`src/rtl/enc4x2_fifo_if.sv`:
```
// Handshake bundle for enc4x2_fifo: valid/ready input stream carrying x and
// valid/ready output stream carrying the encoded FIFO head.
interface enc4x2_fifo_if;
  logic       in_valid;
  logic       in_ready;
  logic [3:0] x;
  logic       out_valid;
  logic       out_ready;
  logic [1:0] y;
  logic       y_zero;
  logic       y_multi;

  modport master (
    output in_valid, x, out_ready,
    input  in_ready, out_valid, y, y_zero, y_multi
  );

  modport slave (
    input  in_valid, x, out_ready,
    output in_ready, out_valid, y, y_zero, y_multi
  );
endinterface

```
`src/rtl/enc4x2_fifo.sv`:
```
// Registered 4-to-2 priority encoder feeding a DEPTH-entry output FIFO.
// Optional saturating error counter enabled by defining ENC_ERR_CNT_EN.
module enc4x2_fifo #(
  parameter int DEPTH = 2,
  parameter int CNT_W = 8
) (
  input  logic             clk,
  input  logic             rst_n,
  input  logic             en,
  enc4x2_fifo_if.slave     bus,
  output logic [CNT_W-1:0] err_cnt,
  output logic [1:0]       fsm_state
);
  // Both streams: a transfer happens on a rising edge where valid && ready;
  // ready never depends combinationally on the opposite side's valid/ready.
  localparam int PW = (DEPTH > 1) ? $clog2(DEPTH) : 1;
  localparam int CW = $clog2(DEPTH) + 1;
  localparam logic [CW-1:0] DEPTH_C = CW'(DEPTH);

  typedef enum logic [1:0] {EMPTY = 2'd0, PART = 2'd1, FULL = 2'd2} state_t;

  state_t          state_q, state_d;
  logic [CW-1:0]   count_q, count_d;
  logic [PW-1:0]   wr_ptr, rd_ptr;
  logic [3:0]      mem [DEPTH];
  logic            push, pop;
  logic [1:0]      enc_y;
  logic            enc_zero, enc_multi;

  always_comb begin
    enc_y = 2'd0;
    if (bus.x[3])      enc_y = 2'd3;
    else if (bus.x[2]) enc_y = 2'd2;
    else if (bus.x[1]) enc_y = 2'd1;
    enc_zero  = (bus.x == 4'd0);
    // Clearing the lowest set bit leaves something only if two or more were set.
    enc_multi = ((bus.x & (bus.x - 4'd1)) != 4'd0);
  end

  assign bus.in_ready  = rst_n && en && (state_q != FULL);
  assign bus.out_valid = (state_q != EMPTY);
  assign push = bus.in_valid && bus.in_ready;
  assign pop  = bus.out_valid && bus.out_ready;
  assign {bus.y, bus.y_zero, bus.y_multi} = mem[rd_ptr];
  assign fsm_state = state_q;

  always_comb begin
    state_d = state_q;
    count_d = count_q;
    case (state_q)
      EMPTY: begin
        if (push) begin
          count_d = CW'(1);
          state_d = PART;
        end
      end
      PART: begin
        if (push && !pop) begin
          count_d = count_q + CW'(1);
          state_d = (count_d == DEPTH_C) ? FULL : PART;
        end else if (!push && pop) begin
          count_d = count_q - CW'(1);
          state_d = (count_d == '0) ? EMPTY : PART;
        end
      end
      FULL: begin
        if (pop) begin
          count_d = count_q - CW'(1);
          state_d = PART;
        end
      end
      default: begin
        state_d = EMPTY;
        count_d = '0;
      end
    endcase
  end

  always_ff @(posedge clk or negedge rst_n) begin
    if (!rst_n) begin
      state_q <= EMPTY;
      count_q <= '0;
      wr_ptr  <= '0;
      rd_ptr  <= '0;
      for (int i = 0; i < DEPTH; i++) mem[i] <= 4'd0;
    end else begin
      state_q <= state_d;
      count_q <= count_d;
      if (push) begin
        mem[wr_ptr] <= {enc_y, enc_zero, enc_multi};
        wr_ptr      <= wr_ptr + PW'(1);
      end
      if (pop) rd_ptr <= rd_ptr + PW'(1);
    end
  end

`ifdef ENC_ERR_CNT_EN
  logic [CNT_W-1:0] err_q;

  always_ff @(posedge clk or negedge rst_n) begin
    if (!rst_n) begin
      err_q <= '0;
    end else if (push && (enc_zero || enc_multi) && (err_q != {CNT_W{1'b1}})) begin
      err_q <= err_q + CNT_W'(1);
    end
  end

  assign err_cnt = err_q;
`else
  assign err_cnt = '0;
`endif
endmodule
```
`src/flat_wrapper.sv`:
```
// flat-port wrapper written by rule: the top's interface ports become plain ports
module enc4x2_fifo_flat 
#(
  parameter int DEPTH = 2,
  parameter int CNT_W = 8
)
  (clk, rst_n, en, err_cnt, fsm_state, bus_in_valid, bus_x, bus_out_ready, bus_in_ready, bus_out_valid, bus_y, bus_y_zero, bus_y_multi);
  enc4x2_fifo_if bus_i ();
  input  logic clk;
  input  logic rst_n;
  input  logic en;
  output logic [CNT_W-1:0] err_cnt;
  output logic [1:0] fsm_state;
  input wire logic [$bits(bus_i.in_valid)-1:0] bus_in_valid;
  input wire logic [$bits(bus_i.x)-1:0] bus_x;
  input wire logic [$bits(bus_i.out_ready)-1:0] bus_out_ready;
  output wire logic [$bits(bus_i.in_ready)-1:0] bus_in_ready;
  output wire logic [$bits(bus_i.out_valid)-1:0] bus_out_valid;
  output wire logic [$bits(bus_i.y)-1:0] bus_y;
  output wire logic [$bits(bus_i.y_zero)-1:0] bus_y_zero;
  output wire logic [$bits(bus_i.y_multi)-1:0] bus_y_multi;
  assign bus_i.in_valid = bus_in_valid;
  assign bus_i.x = bus_x;
  assign bus_i.out_ready = bus_out_ready;
  assign bus_in_ready = bus_i.in_ready;
  assign bus_out_valid = bus_i.out_valid;
  assign bus_y = bus_i.y;
  assign bus_y_zero = bus_i.y_zero;
  assign bus_y_multi = bus_i.y_multi;
  enc4x2_fifo #(.DEPTH(DEPTH), .CNT_W(CNT_W)) u_core (.clk(clk), .rst_n(rst_n), .en(en), .bus(bus_i), .err_cnt(err_cnt), .fsm_state(fsm_state));
endmodule
```
`config.mk`:
```
export PLATFORM = sky130hd
export DESIGN_NAME = enc4x2_fifo_flat
export DESIGN_NICKNAME = d
export VERILOG_FILES = /design/src/rtl/enc4x2_fifo_if.sv /design/src/rtl/enc4x2_fifo.sv /design/src/flat_wrapper.sv
export SDC_FILE = /design/constraint.sdc
export NUM_CORES = 1
export LEC_CHECK = 0
export CAP_MARGIN = 40
export CORE_UTILIZATION = 41
export DETAILED_ROUTE_END_ITERATION = 10
export HOLD_SLACK_MARGIN = 0.02
export PLACE_DENSITY = 0.77
export SETUP_SLACK_MARGIN = 0.15
export SLEW_MARGIN = 30
export SYNTH_ARGS = -nofsm -noshare
export SYNTH_HDL_FRONTEND = slang
export SYNTH_SLANG_ARGS = --single-unit
```
`constraint.sdc`:
```
create_clock -name clk -period 1.6 [get_ports clk]
set_input_delay 0.24 -clock clk [delete_from_list [all_inputs] [get_ports clk]]
set_output_delay 0.24 -clock clk [all_outputs]
set_load 0.01 [all_outputs]
```
## Word-level counts from Yosys, hierarchy flattened

Cells that the tools add are included.

| word-level totals | value |
|---|---|
| register bits after elaboration | 14 |
| output and inout bits | 16 |

| cells by class | value |
|---|---|
| add/sub/neg operators | 5 |
| magnitude comparators | 3 |
| eq/ne operators | 7 |
| mux-type cells | 20 |
| bitwise logic cells | 3 |
| reduce and logical (&&, ||, !) cells | 15 |

Operators with widths:

| kind | number |
|---|---|
| 2-bit 2-to-1 mux | 10 |
| 4-bit 2-to-1 mux | 4 |
| 2-bit case mux with 3 select lines | 2 |
| 8-bit bitwise mux | 1 |
| 1-bit logical AND | 7 |
| 4-bit AND | 1 |
| 4-bit demux with 1-bit select | 1 |
| 2-bit equality test, second input constant | 2 |
| 2-bit greater-or-equal comparator, second input constant | 2 |
| 2-bit zero test | 2 |
| 4-bit zero test | 1 |
| 2-bit by 1-bit inequality test with 1-bit output, second input constant | 2 |
| 1-bit NOT with 2-bit output | 2 |
| 4-bit nonzero test | 1 |
| 4-bit by 1-bit subtractor with 4-bit output, second input constant | 1 |
| 3-bit by 1-bit inequality test with 1-bit output, second input constant | 1 |
| 3-bit AND reduction | 1 |
| 1-bit adder, second input constant | 2 |
| 2-bit by 1-bit adder with 2-bit output, second input constant | 1 |
| 2-bit by 1-bit equality test with 1-bit output, second input constant | 1 |
| 1-bit zero test | 2 |
| 2-bit by 1-bit < comparator with 1-bit output, second input constant | 1 |
| 1-bit 2-to-1 mux | 2 |
| 2-bit inequality test, second input constant | 1 |
| 2 further kinds | 2 |

## Longest topological paths before layout

| depth | value |
|---|---|
| depth after elaboration | 8 |
| gate-level depth with buffers | 7 |

## Worst setup path before layout

No wires, ideal clock.

| timing path | value |
|---|---|
| path kind | register -> register |
| from | reg u_core.state_q[1] (netlist: u_core.fsm_state[1]) |
| to | reg u_core.count_q[1] |
| arrival time | 1.565 ns |
| data required time | 1.471 ns |
| path slack | -0.094 ns |
| stages on the path, launching flop included | 8 |
| clock period less this slack | 1.694 ns |
| cells stage by stage | dfrtp_1 > buf_2 > or2_1 > nand2_1 > ha_1 > nand2_1 > o221ai_1 > mux2i_1 |

RTL lines:

| element | RTL line | RTL |
|---|---|---|
| from (decl) | enc4x2_fifo.sv:22 | `state_t state_q, state_d;` |
| from (signal assigned) | enc4x2_fifo.sv:87 | `state_q <= state_d;` |
| 2-bit nonzero test (*) | enc4x2_fifo.sv:41 | `assign bus.out_valid = (state_q != EMPTY);` |
| named net bus_out_valid | flat_wrapper.sv:18 | `output wire logic [$bits(bus_i.out_valid)-1:0] bus_out_valid;` |
| 1-bit logical AND (*) | enc4x2_fifo.sv:43 | `assign pop = bus.out_valid && bus.out_ready;` |
| 1-bit zero test | enc4x2_fifo.sv:58 | `if (push && !pop) begin` |
| 1-bit logical AND | enc4x2_fifo.sv:58 |  |
| 3-bit by 1-bit inequality test with 1-bit output (no source line) / 2-bit 2-to-1 mux (equally long branches) | n/a |  |
| 3-bit AND reduction (no source line) / 2-bit case mux with 3 select lines (equally long branches) | n/a |  |
| to (signal assigned) | enc4x2_fifo.sv:88 | `count_q <= count_d;` |
| to (decl) | enc4x2_fifo.sv:23 | `logic [CW-1:0] count_q, count_d;` |

The timed path passes the listed nets; every way through them passes the cells marked *.
A chain may end at the register's enable or synchronous reset.

## Final worst setup path

| timing path | value |
|---|---|
| from | reg u_core.state_q[1] (netlist: u_core.fsm_state[1]) |
| to | reg u_core.state_q[1] (netlist: u_core.fsm_state[1]) |

| between the ends | value |
|---|---|
| longest elaborated chain between the ends | 7 |

Ends and longest elaborated chain:

| element | RTL line | RTL |
|---|---|---|
| 2-bit inequality test | enc4x2_fifo.sv:40 | `assign bus.in_ready = rst_n && en && (state_q != FULL);` |
| 1-bit logical AND | enc4x2_fifo.sv:40 |  |
| 1-bit logical AND | enc4x2_fifo.sv:42 | `assign push = bus.in_valid && bus.in_ready;` |
| 1-bit zero test | enc4x2_fifo.sv:61 | `end else if (!push && pop) begin` |
| 1-bit logical AND | enc4x2_fifo.sv:61 |  |
| 3-bit by 1-bit inequality test with 1-bit output (no source line) | n/a |  |
| 3-bit AND reduction (no source line) | n/a |  |

Several ways; a longest one is shown, not always the timed one.

==> impl_results.md <==
- Clk_skew: 0.001347 ns
- Netlist cell types: 32
- Routed length on met3: 117 um
- Pre-CTS WS: -0.2739 ns
- RSZ-0062 raised after global routing: true
- CP Class: flip-flop to flip-flop
- Vias per cell: 5.111
- M1 WL: 827 um
- Max capacitance violation total: 0
- CTS buffer count: 3
- Setup crit start kind: flip-flop
- Slew Viols, Final: 0
- Share of cells above drive strength 1: 47.01%
- WP data arrival: 1.78 ns
- Final Cycle Share: 98.43%
- Initial antenna violation count: 0
- Ant. Diodes: 0
- Crit Path Max Fanout: 5
- FMAX: 635.0 MHz
- Required @ worst endpoint: 1.81 ns
- Final critical-path required period: 1.575 ns
- Syn Area/Cell: 10.79 um^2
- Crit path capture type: flip-flop
- Worst-path clk slew: 0.09 ns
- Drc violations: 0
- P&R area growth vs syn: 53.19%
- Pre-Repair DR Iteration Count: 3
- Die area: 2293 um^2
- Top sig layer: met4
- First-pass GRT wire length: 3084 um
- Number of DRC markers in iteration 0: 11
- Chip height: 47.89 um
- CTS H-tree lvls: 1
- GPL Wtd Cong: 0.7853
- Post-synthesis cell area: 863.3 um^2
- Ys flop type: dfrtp_1
- Post-synth top area share: 40.58%
- Final Util: 67.41%
- Most numerous cell in the Yosys netlist: dfrtp_1
- Num rows: 16
- CTS tree: built
- Port bufs: 16
- Area leader, netlist: dfrtp_1
- Final hold viol count: 0
- Number of clock sinks: 14
- Clk buf depth: 2
- Synth top cells by count: 14 x dfrtp_1, 12 x mux2_1, 8 x buf_4
- # IOs: 25
- Worst hold-check path type: primary input to asynchronous set/reset pin
- Cell Pwr Density: 1489 nW/um^2
- YS warnings: 0
- Number of synthesized flops with an enable pin: 0
- Global-route usage over all layers: 19.47%
- Fin nets: 129
- Post-synthesis sequential area ratio: 40.58%
- Metal2 WL: 1071 um
- Flops & latches, synth: 14
- Starting density of the core: 44.01%
- Number of global-route vias before repair: 722
- Leakage: 0.6089 nW
- Post-Syn Instances: 80
- Number of routed nets with antenna violations: 0
- DP HPWL: 1400 um
- Final worst slack: 0.02514 ns
- Crit path largest cell delay: 0.45 ns
- Setup TNS: 0 ns
- Area contributors post-synth: dfrtp_1 41%, mux2_1 16%, buf_4 7.0%
- Post-Route WL: 2030 um
- Total core area: 1962 um^2
- Clk_lat worst skew: 0.27 ns
- Post-synth ARST share: 100.0%
- FILL cells: 174
- WL/cell: 14.10 um
- Status: complete, no violations
- Cts hold-fix bufs: 0
- Congestion Overflow GR: 0
- CP max-delay cell: dfrtp_2
- Crit path cell chain: buf_6, or2_4, nand2_4, ha_4, nor4bb_2, nand2_1, o21ai_1
- CTS root buf: clkbuf_4
- Vias: 736
- Die width: 47.89 um
- Setup violations, final: 0
- Largest net degree at the start of global routing: 16
- Worst ir drop on vdd: 852.6 uV
## cells in the final DEF (no fill, tap or decap), types with 2 or more instances in the layout
cell	synthesis	final
a211oi_1	2	2
buf_4	8	15
buf_6	1	10
clkbuf_4	0	3
clkdlybuf4s50_1	0	5
conb_1	1	8
dfrtp_1	14	12
dfrtp_2	0	2
dlygate4sd2_1	0	3
inv_1	3	3
mux2_1	12	4
mux2_4	0	8
nand2_1	5	3
nand3_2	1	2
nor3_1	2	2
nor4bb_2	0	2
o21ai_0	3	2
o21ai_1	2	3
## report_power, final
| part | switching, mW | total (mW) | leakage [nW] | internal, mW |
|---|---|---|---|---|
| Sequential | 0.120 | 0.620 | 0.164 | 0.501 |
| Combinational | 0.405 | 1.09 | 0.424 | 0.688 |
| Clock | 0.119 | 0.257 | 0.0210 | 0.138 |
| Total | 0.643 | 1.97 | 0.609 | 1.33 |
## flip-flops by register name (all words and copies together), names as in the netlist
name              flops
u_core.fsm_state      2
u_core.rd_ptr         1
u_core.count_q        2
u_core.wr_ptr         1
u_core.mem            8
## worst paths after layout
kind | startpoint | slack [ns] | depth (start not counted) | endpoint
max | u_core.fsm_state[1] | 0.03 | 7 | u_core.fsm_state[1]
min | rst_n | 0.14 | 2 | u_core.mem[6]
max reg2reg | u_core.fsm_state[1] | 0.03 | 7 | u_core.fsm_state[1]
min reg2reg | u_core.mem[2] | 0.50 | 1 | u_core.mem[2]
max in group asynchronous | rst_n | 1.27 | 2 | u_core.fsm_state[1]
min in group clk | u_core.mem[2] | 0.50 | 1 | u_core.mem[2]
## what timing repair did
| action | in CTS | in global routing |
|---|---|---|
| pin swaps | 3 | 5 |
| endpoints found under the setup margin | 16 | 16 |
| resized for setup | 39 | 22 |
| setup buffers | 9 | 0 |
## per-stage QoR
step | cells | hold WS (ns) | instance area (um^2) | power, mW
floorplan | 87 | -0.05559 | 924.6 | 1.115
global placement | 131 | 0.4622 | 1119 | 1.390
detailed placement | 131 | 0.4745 | 1119 | 1.426
CTS | 144 | 0.1296 | 1231 | 1.745
global route | 144 | 0.1420 | 1323 | 2.108
finish | 144 | 0.1354 | 1323 | 1.970
## critical path, delay by kind of cell, from the launching register on
family                   cells  cell delay, ns
adder cells (fa/ha/maj)      1            0.21
AND/OR/NAND/NOR              4            0.66
flip-flops                   1            0.45
AO/OA/AOI/OAI                1            0.06
buffers and inverters        1            0.12
## cells by family after synthesis
family                   synth area share [%]
other                                  0.4344
AO/OA/AOI/OAI                           9.275
buffers and inverters                   10.14
AND/OR/NAND/NOR                         17.83
adder cells (fa/ha/maj)                 2.898
XOR/XNOR                                2.029
flip-flops                              40.58
multiplexers                            16.81
## area by class of cell
class | count | area, um^2 | share of cell area [%]
multi-input combinational | 60 | 558.0 | 42.19
sequential | 14 | 352.8 | 26.68
timing repair buffer | 36 | 330.3 | 24.98
clock buffer | 4 | 36.28 | 2.744
tap | 27 | 33.78 | 2.554
inverter | 3 | 11.26 | 0.8515
## layer usage
layer | vias to the layer above | global-route usage (%)
li1 | 344 | -
met4 | 0 | 6.667
met1 | 371 | 21.20
met2 | 19 | 36.76
met3 | 2 | 4.151
met5 | - | 0
(Power assumes the default switching activity.)
==> RTL change (same flow settings) <==
Add a define of `ENC_ERR_CNT_EN`.
--- a/src/rtl/enc4x2_fifo.sv
+++ b/src/rtl/enc4x2_fifo.sv
@@ -2,2 +2,4 @@
 // Optional saturating error counter enabled by defining ENC_ERR_CNT_EN.
+`define ENC_ERR_CNT_EN
+
 module enc4x2_fifo #(
Behaviour: not the same (a bounded check fails within 4 cycles, from zero or initial values and one cycle with rst_n low).
==> RTL change against the original RTL <==
- the run now ends with setup timing left
- sequential share of layout area up 2.2 points
- synthesized area up 41%
- critical path type unchanged
- count of clock-buffer cells in the layout down 1
- total power up 40%
- wire length up 58%
- cell area up 45%
- clock skew up 0.0035 ns
- cell count up 42%
- sequential cell count up 8
- die area up 39%
- setup slack worse by 0.097 ns
- critical path depth down 1
- worst hold slack better by 0.098 ns
- global-route usage up 1.4 points
==> RTL change: results (changes against the original RTL) <==
| Metric | Value |
|---|---|
| Outcome | finished, violations left (was finished, final reports clean) |
| Violations in the final reports | setup timing |
| Post-synth cell types | 38 (was 32) |
| Post-route setup TNS | -0.220 ns (was 0 ns) |
| Router iterations before antenna repair | 4 (was 3) |
| Top post-synthesis cells by count | 22 x dfrtp_1, 12 x nor2_1, 8 x mux2_2 (was 14 x dfrtp_1, 12 x mux2_1, 8 x buf_4) |
| Adder-cell area share of the yosys netlist | 3.70% (was 2.90%) |
| Multi-input gates | 82 (was 60) |
| Vias in the first global route | 1148 (was 722) |
| Final Non-Filler Cells | 205 (was 144) |
| DPL Wire Length | 2.08 mm (was 1.40 mm) |
| PostCTS Resize Cnt | 51 (was 39) |
| Sequential cell area share | 28.9% (was 26.7%) |
| Clock tree cell share of total cell area | 1.18% (was 2.74%) |
| Inverters | 6 (was 3) |
| Mapped Cells | 113 (was 80) |
| Fraction of area in multi-input gates | 38.4% (was 42.2%) |
| DR iter-0 viols | 37 (was 11) |
| GPL Wtd Cong | 0.759 (was 0.785) |
| Smallest setup slack after layout | -0.0718 ns (was 0.0251 ns) |
| P_leak | 0.893 nW (was 0.609 nW) |
| Worst hold margin | 0.234 ns (was 0.135 ns) |
| Pre-CTS setup slack | -0.341 ns (was -0.274 ns) |
| Power Clock | 0.000263 W (was 0.000257 W) |
| Final setup viols | 5 (was 0) |
| Sw Share | 35.7% (was 32.6%) |
| Clock Skew | 0.00487 ns (was 0.00135 ns) |
## RTL change: path summary, 6_finish.rpt
path                                startpoint  depth (start not counted)                 to
max in group asynchronous                rst_n                          2  u_core.count_q[0]
setup reg to reg           u_core.fsm_state[1]                          6  u_core.err_cnt[7]
min in group clk                      bus_x[2]                          4      u_core.mem[6]
hold / removal                           rst_n                          2      u_core.mem[7]
hold reg to reg                  u_core.mem[3]                          2      u_core.mem[3]
setup / recovery           u_core.fsm_state[1]                          6  u_core.err_cnt[7]
## RTL change: metal layers
metal	global-route usage, %	wire length, um	vias up
li1	-	-	524
met1	26.2	1360	542
met4	6.62	31	0
met3	3.46	136	5
met2	36.5	1670	34
met5	0	0	-
## RTL change: critical path, cell delays in order, from the launching register on
cell and delay (ns):
dfrtp_1 0.42, buf_6 0.13, nand2b_4 0.08, and4_4 0.25, o2111ai_4 0.21, nor4_4 0.30
xor2_1 0.20
